[src/rtl/astro_game_ctrl.sv]
// astro_game_ctrl
// Game sequencer for Astro Barrier. Generates the game-tick strobe, grants the single
// bullet against a per-level shot budget, tracks level and BCD score, and steps through
// idle / play / level-clear / done.
//
// state   | meaning
// --------+-------------------------------------------------------------
// QI      | idle, waiting for the start switch
// QGAME_1 | play: fire arbitration and hit scoring active
// QGAME_2 | level clear intermission, counts CLEAR_HOLD game ticks
// QDONE   | game over, outputs frozen until start is dropped

module astro_game_ctrl #(
    parameter int TICK_DIV        = 2097152,
    parameter int SHOTS_PER_LEVEL = 8,
    parameter int NUM_LEVELS      = 3,
    parameter int CLEAR_HOLD      = 64
) (
    input  logic       board_clk,
    input  logic       reset,
    input  logic       start,
    input  logic       fire_req,
    input  logic       bullet_active,
    input  logic       hit_pulse,
    input  logic       all_hit,
    output logic       game_tick,
    output logic       level_load,
    output logic       fire_grant,
    output logic [1:0] state,
    output logic [1:0] level,
    output logic [3:0] shots_left,
    output logic [7:0] score_bcd,
    output logic       won
);

    localparam logic [1:0] QI      = 2'b00;
    localparam logic [1:0] QGAME_1 = 2'b01;
    localparam logic [1:0] QGAME_2 = 2'b10;
    localparam logic [1:0] QDONE   = 2'b11;

    localparam int CNT_W  = $clog2(TICK_DIV);
    localparam int HOLD_W = $clog2(CLEAR_HOLD + 1);

    localparam logic [CNT_W-1:0]  TICK_LAST  = CNT_W'(TICK_DIV - 1);
    localparam logic [HOLD_W-1:0] HOLD_LAST  = HOLD_W'(CLEAR_HOLD - 1);
    localparam logic [3:0]        SHOTS_INIT = 4'(SHOTS_PER_LEVEL);
    localparam logic [1:0]        LAST_LEVEL = 2'(NUM_LEVELS - 1);

    // synchroniser and edge-detect flops
    logic start_s1_q, start_s2_q;
    logic fire_s1_q, fire_s2_q, fire_s3_q;
    logic bullet_prev_q;

    // tick generator
    logic [CNT_W-1:0] tick_cnt_q;
    logic             tick_w;

    // sequencer state
    logic [1:0]        state_q,      state_d;
    logic [1:0]        level_q,      level_d;
    logic [3:0]        shots_q,      shots_d;
    logic [7:0]        score_q,      score_d;
    logic              won_q,        won_d;
    logic              inflight_q,   inflight_d;
    logic [HOLD_W-1:0] hold_q,       hold_d;
    logic              level_load_q, level_load_d;
    logic              fire_grant_q, fire_grant_d;

    // decoded conditions
    logic start_sync;
    logic fire_edge;
    logic bullet_fall;
    logic fire_ok;
    logic out_of_shots;

    // Increment a two-digit BCD value, saturating at 99.
    function automatic logic [7:0] bcd_inc(input logic [7:0] v);
        logic [7:0] r;
        r = v;
        if (v != 8'h99) begin
            if (v[3:0] == 4'd9) begin
                r = {v[7:4] + 4'd1, 4'd0};
            end else begin
                r = {v[7:4], v[3:0] + 4'd1};
            end
        end
        return r;
    endfunction

    // Two-flop synchronisers for the switch and button, plus history flops for edge detect.
    always_ff @(posedge board_clk or posedge reset) begin
        if (reset) begin
            start_s1_q    <= 1'b0;
            start_s2_q    <= 1'b0;
            fire_s1_q     <= 1'b0;
            fire_s2_q     <= 1'b0;
            fire_s3_q     <= 1'b0;
            bullet_prev_q <= 1'b0;
        end else begin
            start_s1_q    <= start;
            start_s2_q    <= start_s1_q;
            fire_s1_q     <= fire_req;
            fire_s2_q     <= fire_s1_q;
            fire_s3_q     <= fire_s2_q;
            bullet_prev_q <= bullet_active;
        end
    end

    assign start_sync   = start_s2_q;
    assign fire_edge    = fire_s2_q & ~fire_s3_q;
    assign bullet_fall  = bullet_prev_q & ~bullet_active;
    assign out_of_shots = (shots_q == 4'd0);
    assign fire_ok      = fire_edge & ~bullet_active & ~inflight_q & ~out_of_shots;

    // Free-running tick counter; the strobe is the terminal count itself, so it is low in reset.
    always_ff @(posedge board_clk or posedge reset) begin
        if (reset) begin
            tick_cnt_q <= '0;
        end else if (tick_w) begin
            tick_cnt_q <= '0;
        end else begin
            tick_cnt_q <= tick_cnt_q + CNT_W'(1);
        end
    end

    assign tick_w = (tick_cnt_q == TICK_LAST);

    // Next-state and datapath-control decisions for the sequencer.
    always_comb begin
        state_d      = state_q;
        level_d      = level_q;
        shots_d      = shots_q;
        score_d      = score_q;
        won_d        = won_q;
        inflight_d   = inflight_q;
        hold_d       = hold_q;
        level_load_d = 1'b0;
        fire_grant_d = 1'b0;

        // a bullet that has landed frees the single bullet slot in any state
        if (bullet_fall) begin
            inflight_d = 1'b0;
        end

        case (state_q)
            QI: begin
                if (start_sync) begin
                    state_d      = QGAME_1;
                    level_d      = 2'd0;
                    shots_d      = SHOTS_INIT;
                    score_d      = 8'h00;
                    won_d        = 1'b0;
                    inflight_d   = 1'b0;
                    level_load_d = 1'b1;
                end
            end

            QGAME_1: begin
                if (hit_pulse) begin
                    score_d = bcd_inc(score_q);
                end
                if (!start_sync) begin
                    state_d = QI;
                end else if (all_hit) begin
                    state_d = QGAME_2;
                    hold_d  = '0;
                end else if (out_of_shots && !inflight_q && !bullet_active) begin
                    state_d = QDONE;
                    won_d   = 1'b0;
                end else if (fire_ok) begin
                    // grant, budget decrement and slot claim land together
                    fire_grant_d = 1'b1;
                    shots_d      = shots_q - 4'd1;
                    inflight_d   = 1'b1;
                end
            end

            QGAME_2: begin
                if (!start_sync) begin
                    state_d = QI;
                end else if (tick_w) begin
                    if (hold_q == HOLD_LAST) begin
                        if (level_q == LAST_LEVEL) begin
                            state_d = QDONE;
                            won_d   = 1'b1;
                        end else begin
                            state_d      = QGAME_1;
                            level_d      = level_q + 2'd1;
                            shots_d      = SHOTS_INIT;
                            inflight_d   = 1'b0;
                            level_load_d = 1'b1;
                        end
                    end else begin
                        hold_d = hold_q + HOLD_W'(1);
                    end
                end
            end

            default: begin
                if (!start_sync) begin
                    state_d = QI;
                end
            end
        endcase
    end

    // Sequencer registers; reset clears everything, including any pending pulse.
    always_ff @(posedge board_clk or posedge reset) begin
        if (reset) begin
            state_q      <= QI;
            level_q      <= 2'd0;
            shots_q      <= 4'd0;
            score_q      <= 8'h00;
            won_q        <= 1'b0;
            inflight_q   <= 1'b0;
            hold_q       <= '0;
            level_load_q <= 1'b0;
            fire_grant_q <= 1'b0;
        end else begin
            state_q      <= state_d;
            level_q      <= level_d;
            shots_q      <= shots_d;
            score_q      <= score_d;
            won_q        <= won_d;
            inflight_q   <= inflight_d;
            hold_q       <= hold_d;
            level_load_q <= level_load_d;
            fire_grant_q <= fire_grant_d;
        end
    end

    assign game_tick  = tick_w;
    assign level_load = level_load_q;
    assign fire_grant = fire_grant_q;
    assign state      = state_q;
    assign level      = level_q;
    assign shots_left = shots_q;
    assign score_bcd  = score_q;
    assign won        = won_q;

endmodule

[config.mk]
export PLATFORM = sky130hd
export DESIGN_NAME = astro_game_ctrl
export DESIGN_NICKNAME = d
export VERILOG_FILES = /design/src/rtl/astro_game_ctrl.sv
export SDC_FILE = /design/constraint.sdc
export NUM_CORES = 1
export LEC_CHECK = 0
export BUFFER_PORTS_ARGS = -buffer_cell sky130_fd_sc_hd__buf_2
export CAP_MARGIN = 10
export CORE_MARGIN = 2
export CORE_UTILIZATION = 34
export CTS_CLUSTER_DIAMETER = 200
export DETAILED_ROUTE_END_ITERATION = 7
export GPL_ROUTABILITY_DRIVEN = 1
export GPL_TIMING_DRIVEN = 1
export HOLD_SLACK_MARGIN = 0.05
export SETUP_SLACK_MARGIN = 0.4
export SLEW_MARGIN = 0
export SYNTH_ARGS = -nofsm -noshare
export SYNTH_HDL_FRONTEND = slang
export SYNTH_SLANG_ARGS = --single-unit
[constraint.sdc]
create_clock -name board_clk -period 4.1 [get_ports board_clk]
set_input_delay 0.41 -clock board_clk [delete_from_list [all_inputs] [get_ports board_clk]]
set_output_delay 0.41 -clock board_clk [all_outputs]
set_load 0.01 [all_outputs]
==> metrics, run 1 <==
Reg-to-Reg End=shots_left[0]; critical path's slowest cell=nor4_4; Root Buffer=clkbuf_8; Final Critical Period=~2.7 ns; switch share=0.293; R2R Setup Slk=1.78 ns; num rows=32; Lkg Pwr=about 0.0014 uW; Pint=788 uW; post-synth top area share=0.507; hold_buf cts=0; period utilization=0.654; number of synthesized flops with an enable pin=0; Relative slew margins=0.380; measured slew at the worst slew-check pin=roughly 0.9 ns; total setup buffers inserted after CTS=0; syn avg cell area=around 10 sq um; proportion of layout cells with a drive suffix above 1=0.160; Synth area leaders=dfrtp_1 (51%), nor2_1 (4.6%), ha_1 (4.2%); Port Buffer Count=26; Layout area overhead=12.6%; Top-Level Pins=27; remaining global-route overflow=0; Flop pwr share=0.552; Layout Nets=slightly above 300; crit path buf inv count=2; endpoints failing setup=0; min-delay worst type=primary input to flip-flop; Initial Utilization=0.348; first-pass GRT wire length=a little over 9000 um; met2 Usage GRT=0.221; maximum VDD drop=130 uV; pre-CTS WS=between 1.5 and 2 ns; Final Max Slew Viols=0; peak fanout along the critical path=11; delay-heaviest family, CP=simple AND/OR/NAND/NOR gates; initial antenna violation count=0; PnR worst setup slack=roughly 1.4 ns; worst-case reg-to-reg path depth=6; CP Launch Type=flip-flop; Worst Setup End Kind=output port; CTS resizes=0; area of the core=0.00765 sq mm; switching power=326 uW; DR iter-0 viols=98; Tot GR Track Use=0.134; worst-skew pair later-pin latency=0.31 ns; clk sinks=54; drt pass-1 iters=4; setup tns final=0 ns; vias in the first global route=around 2000; met3 Resource Use GR=0.0293; Hold Crit Depth=1; most frequent cell after synthesis=dfrtp_1; sequential fraction of the synthesis area=0.507; total die area=approximately 0.0086 sq mm; R2R Path Start=tick_cnt_q[0]; crit path from=tick_cnt_q[0]; DRC violations left=0; Multi-input gate area=0.00124 sq mm; Most used DFF post-synth=dfrtp_1; skew final=slightly below 0.004 ns; cell taking the most area after synthesis=dfrtp_1; Syn Inst Count=263; htree depth=2; status=finished clean; routability cong.=about 0.77; critical path data required time=roughly 3.7 ns; Crit path largest cell delay=0.48 ns; Async SR Flop Fraction=1.00; met1 Usage GRT=0.177; DRT Wirelength=5220 um; Net Count, Synth=around 280; pin count of the biggest net entering global routing=55; Clk network pwr share=0.279; Mapped Area=approximately 0.0027 sq mm; Post-synth top cells=dfrtp_1 (54), nor2_1 (33), nand2_1 (22), nand3_1 (15), inv_1 (14); fin area=between 0.003 and 0.004 sq mm; FMAX=373 MHz; number of diodes=0; Reg area=about 0.0014 sq mm; post-DP HPWL=around 3800 um; CTS tree=yes; fill cell count=768; chip height=between 90 and 100 um; Top Usage Layer GRT=met2; Critical Path AT=about 2.3 ns; Clock transition at path regs=about 0.1 ns; hold_sp=start; unrepaired setup endpoints after global routing=no; vias=1984; die width=92.5 um; post-detailed-route wirelength per cell=between 10 and 15 um; synthesis warning total=0; unique cell type count in the Yosys netlist=45; DR vias/cell=5.02; Gate power share=0.168; WS Path Type=flip-flop to output port; Max-Cap Viols=0; Area after DPL=a little under 0.003 sq mm; TritonCTS Buffers=5; Final Core Density=0.393; clock buffer depth=2; PwrDens=371 mW/mm^2; Final Hold Fails=0; Tot Pwr=about 1100 uW; Worst Hold End=start_s1_q; final antenna-violating net count=0; critical path, cell by cell=ha_1 -> nand3_2 -> nor4_4 -> nand2_1 -> inv_1 -> buf_2; register bit count reported by yosys=between 50 and 60
[worst max path at each step]
stage	to	slack (ns)	depth (start not counted)
after floorplan	shots_left[0]	2.02	6
after global placement	game_tick	1.84	6
after detailed placement	game_tick	1.73	6
after CTS	game_tick	1.38	6
after global routing	game_tick	1.16	6
final	game_tick	1.42	6
[cell usage in the layout, fill, tap and decap left out, types with 2 or more instances in the layout]
cell type / n
mux2_2: 5
nor2b_1: 2
ha_1: 9
nor2_1: 33
o21ai_0: 10
nand3b_1: 2
xnor2_1: 11
nand4_1: 4
nor4_1: 4
nor3_1: 7
clkbuf_8: 6
o41ai_1: 2
or3_1: 5
nand4_4: 2
or4_1: 4
xor2_1: 11
nand2b_1: 2
inv_1: 13
buf_2: 26
and2_1: 2
nand3_1: 15
and3_1: 2
nand2_1: 22
dfrtp_1: 54
a21oi_1: 12
a211oi_1: 3
o31ai_1: 3
[registers in the layout, indices dropped and copies added, names as in the netlist, 2 cells and up]
signal / flops
level: 2
score_bcd: 8
hold_q: 7
shots_left: 4
tick_cnt_q: 21
state: 2
[layer usage]
metal	part of all wire	wire length, um
met4	0.012	61
met5	0	0
met3	0.032	165
met1	0.48	2490
met2	0.48	2500
[metrics by stage]
stage          hold WS (ns)  std cells
6_report              0.204        395
3_5_place_dp          0.337        387
3_3_place_gp          0.336        387
4_1_cts               0.196        395
5_1_grt               0.178        395
2_1_floorplan         0.331        263
[area by class of cell]
type | count | area share
Sequential cell | 54 | 0.450
Multi-Input combinational cell | 190 | 0.414
Timing Repair Buffer | 27 | 0.0459
Tap cell | 102 | 0.0425
Clock buffer | 7 | 0.0288
Inverter | 14 | 0.0175
Clock inverter | 1 | 0.00167
[power by group through the flow]
stage / logic [uW] / clock network [uW] / registers (uW)
final: 188 / 311 / 615
after CTS: 191 / 323 / 616
after global routing: 218 / 347 / 624
after detailed placement: 191 / 0 / 627
after floorplan: 120 / 0 / 625
after global placement: 187 / 0 / 625
[kinds of logic (layout without fill, tap and decap cells)]
logic type               after synthesis  after routing  share of synthesized area
AND/OR/NAND/NOR                      114            114                      0.233
flip-flops                            54             54                      0.507
AO/OA/AOI/OAI                         39             39                     0.0930
XOR/XNOR                              22             22                     0.0723
buffers and inverters                 19             49                     0.0272
adder cells (fa/ha/maj)                9              9                     0.0423
multiplexers                           6              6                     0.0249
No activity file was read; power rests on OpenSTA's default activity.
==> run 2, diff against run 1 <==
Clock period 4.1 ns to 2.7 ns, I/O delays scaled along.
==> metrics, run 2 (synthesis results as in run 1) <==
status=finished clean; Worst Setup End Kind=flip-flop; max FFs per register=21 (unchanged); Biggest register=tick_cnt_q; routability cong.=0.783 (+1.3%); Layout Nets=317 (+2.9%); post-DP HPWL=3890 um (+1.4%); proportion of layout cells with a drive suffix above 1=0.189 (+0.0283); setup tns final=0 ns (unchanged); htree depth=2 (unchanged); WS Path Type=flip-flop to flip-flop; number of diodes=0 (unchanged); vias=1983 (-0.050%); drt pass-1 iters=4 (unchanged); die width=92.5 um (unchanged); vias in the first global route=1972 (-0.80%); period utilization=0.810; min-delay worst type=primary input to async pin; area of the core=0.00765 sq mm (unchanged); Initial Utilization=0.348 (unchanged); CP Launch Type=flip-flop; endpoints failing setup=0 (unchanged); final antenna-violating net count=0 (unchanged); Final Max Slew Viols=0 (unchanged); most common cell after layout, fill and taps aside=dfrtp_1; total die area=0.00856 sq mm (unchanged); CTS tree=yes; crit path buf inv count=1 (-1); fill cell count=747 (-2.7%); TritonCTS Buffers=5 (unchanged); Multi-input gate area=0.00127 sq mm (+2.2%); DRC violations left=0 (unchanged); maximum VDD drop=174 uV (+34%); Final Hold Fails=0 (unchanged); peak fanout along the critical path=6 (-5); DR iter-0 viols=129 (+32%); first-pass GRT wire length=9180 um (-0.68%); Port Buffer Count=26 (unchanged); DRT Wirelength=5280 um (+1.2%); clock buffer depth=2 (unchanged); num rows=32 (unchanged); FMAX=about 460 MHz; Crit path largest cell delay=0.44 ns (-0.04 ns); remaining global-route overflow=0 (unchanged); skew final=0.00747 ns (+0.00357 ns); Top-Level Pins=27 (unchanged); Reg area=0.00135 sq mm (unchanged); Final Core Density=0.408 (+0.0155); delay-heaviest family, CP=simple AND/OR/NAND/NOR gates; Layout area overhead=17.1%; clk sinks=54 (unchanged); Critical Path AT=2.39 ns (+0.12 ns); unrepaired setup endpoints after global routing=no; Final Critical Period=between 2 and 2.5 ns; measured slew at the worst slew-check pin=0.764 ns (-0.158 ns); critical path's slowest cell=dfrtp_1; pin count of the biggest net entering global routing=38 (-31%); DR vias/cell=4.91 (-2.3%); worst-skew pair later-pin latency=0.31 ns (about the same); Tot GR Track Use=0.136 (+0.00207); Lkg Pwr=0.00146 uW (+3.5%); critical path, cell by cell=ha_4 -> nand3_4 -> nor4_4 -> buf_4 -> a31oi_2 -> nor3_1 -> mux2_2; PwrDens=569 mW/mm^2 (+53%); Max-Cap Viols=0 (unchanged); initial antenna violation count=0 (unchanged); Root Buffer=clkbuf_8; chip height=92.5 um (unchanged); Clock transition at path regs=0.10 ns (about the same); critical path data required time=2.90 ns (-0.79 ns); Relative slew margins=0.490 (+0.110); most frequent cells in the layout=dfrtp_1 (54), nor2_1 (32), buf_2 (26), nand2_1 (22), nand3_1 (15); post-detailed-route wirelength per cell=13.1 um (-1.1%)
==> run 2: power breakdown <==
group	switching, uW	total, uW	internal (uW)
sequential	57.3	921	864
clock	268	545	277
combinational	175	309	133
==> run 2: worst register-to-register path, delay by kind of cell (launching register included) <==
kind | cells | cell delay (ns)
muxes | 1 | 0.37
DFF | 1 | 0.44
AOI/OAI and AO/OA | 1 | 0.15
and+or+nand+nor | 3 | 0.76
buffers and inverters | 1 | 0.18
adders and majority gates | 1 | 0.18
==> run 2: cell type report <==
cell class / instances / share of cell area
Clock buffer: 6 / 0.0233
Clock inverter: 2 / 0.0120
Inverter: 14 / 0.0168
Multi-Input combinational cell: 190 / 0.407
Sequential cell: 54 / 0.433
Tap cell: 102 / 0.0409
Timing Repair Buffer: 36 / 0.0674
==> run 2: timing repair <==
action	in CTS	in global routing
hold buffers	1	1
setup buffers	0	2
hold endpoints to repair	1	1
pin swaps	1	2
endpoints found under the setup margin	4	7
gates resized for setup	0	5
==> run 2: worst paths after layout <==
path | startpoint | to | slack, ns | depth (start not counted)
min in group board_clk | bullet_active | bullet_prev_q | 0.12 | 1
max in group asynchronous | reset | hold_q[0] | 1.97 | 3
min | reset | start_s1_q | 0.08 | 2
max reg2reg | tick_cnt_q[0] | shots_left[0] | 0.51 | 7
max | tick_cnt_q[0] | shots_left[0] | 0.51 | 7
min reg2reg | fire_s1_q | fire_s2_q | 0.36 | 0
==> run 2: metal layers <==
metal  vias up  wire, um  global-route usage
li1       1004         -                   -
met1       939      2590               0.185
met2        30      2370               0.207
met3        10       201              0.0342
met4         0       115              0.0547
met5         -         0                   0
==> run 2: through the flow <==
step / hold slack, ns / cells / total power, uW / setup WS, ns / area, sq um
after floorplan: 0.301 / 263 / 1130 / 0.617 / 2670
after global placement: 0.337 / 392 / 1240 / 0.432 / 2950
after detailed placement: 0.339 / 392 / 1250 / 0.375 / 2950
after CTS: 0.0501 / 401 / 1800 / 0.423 / 3070
after global routing: 0.109 / 404 / 1890 / 0.377 / 3120
final: 0.0796 / 404 / 1770 / 0.514 / 3120
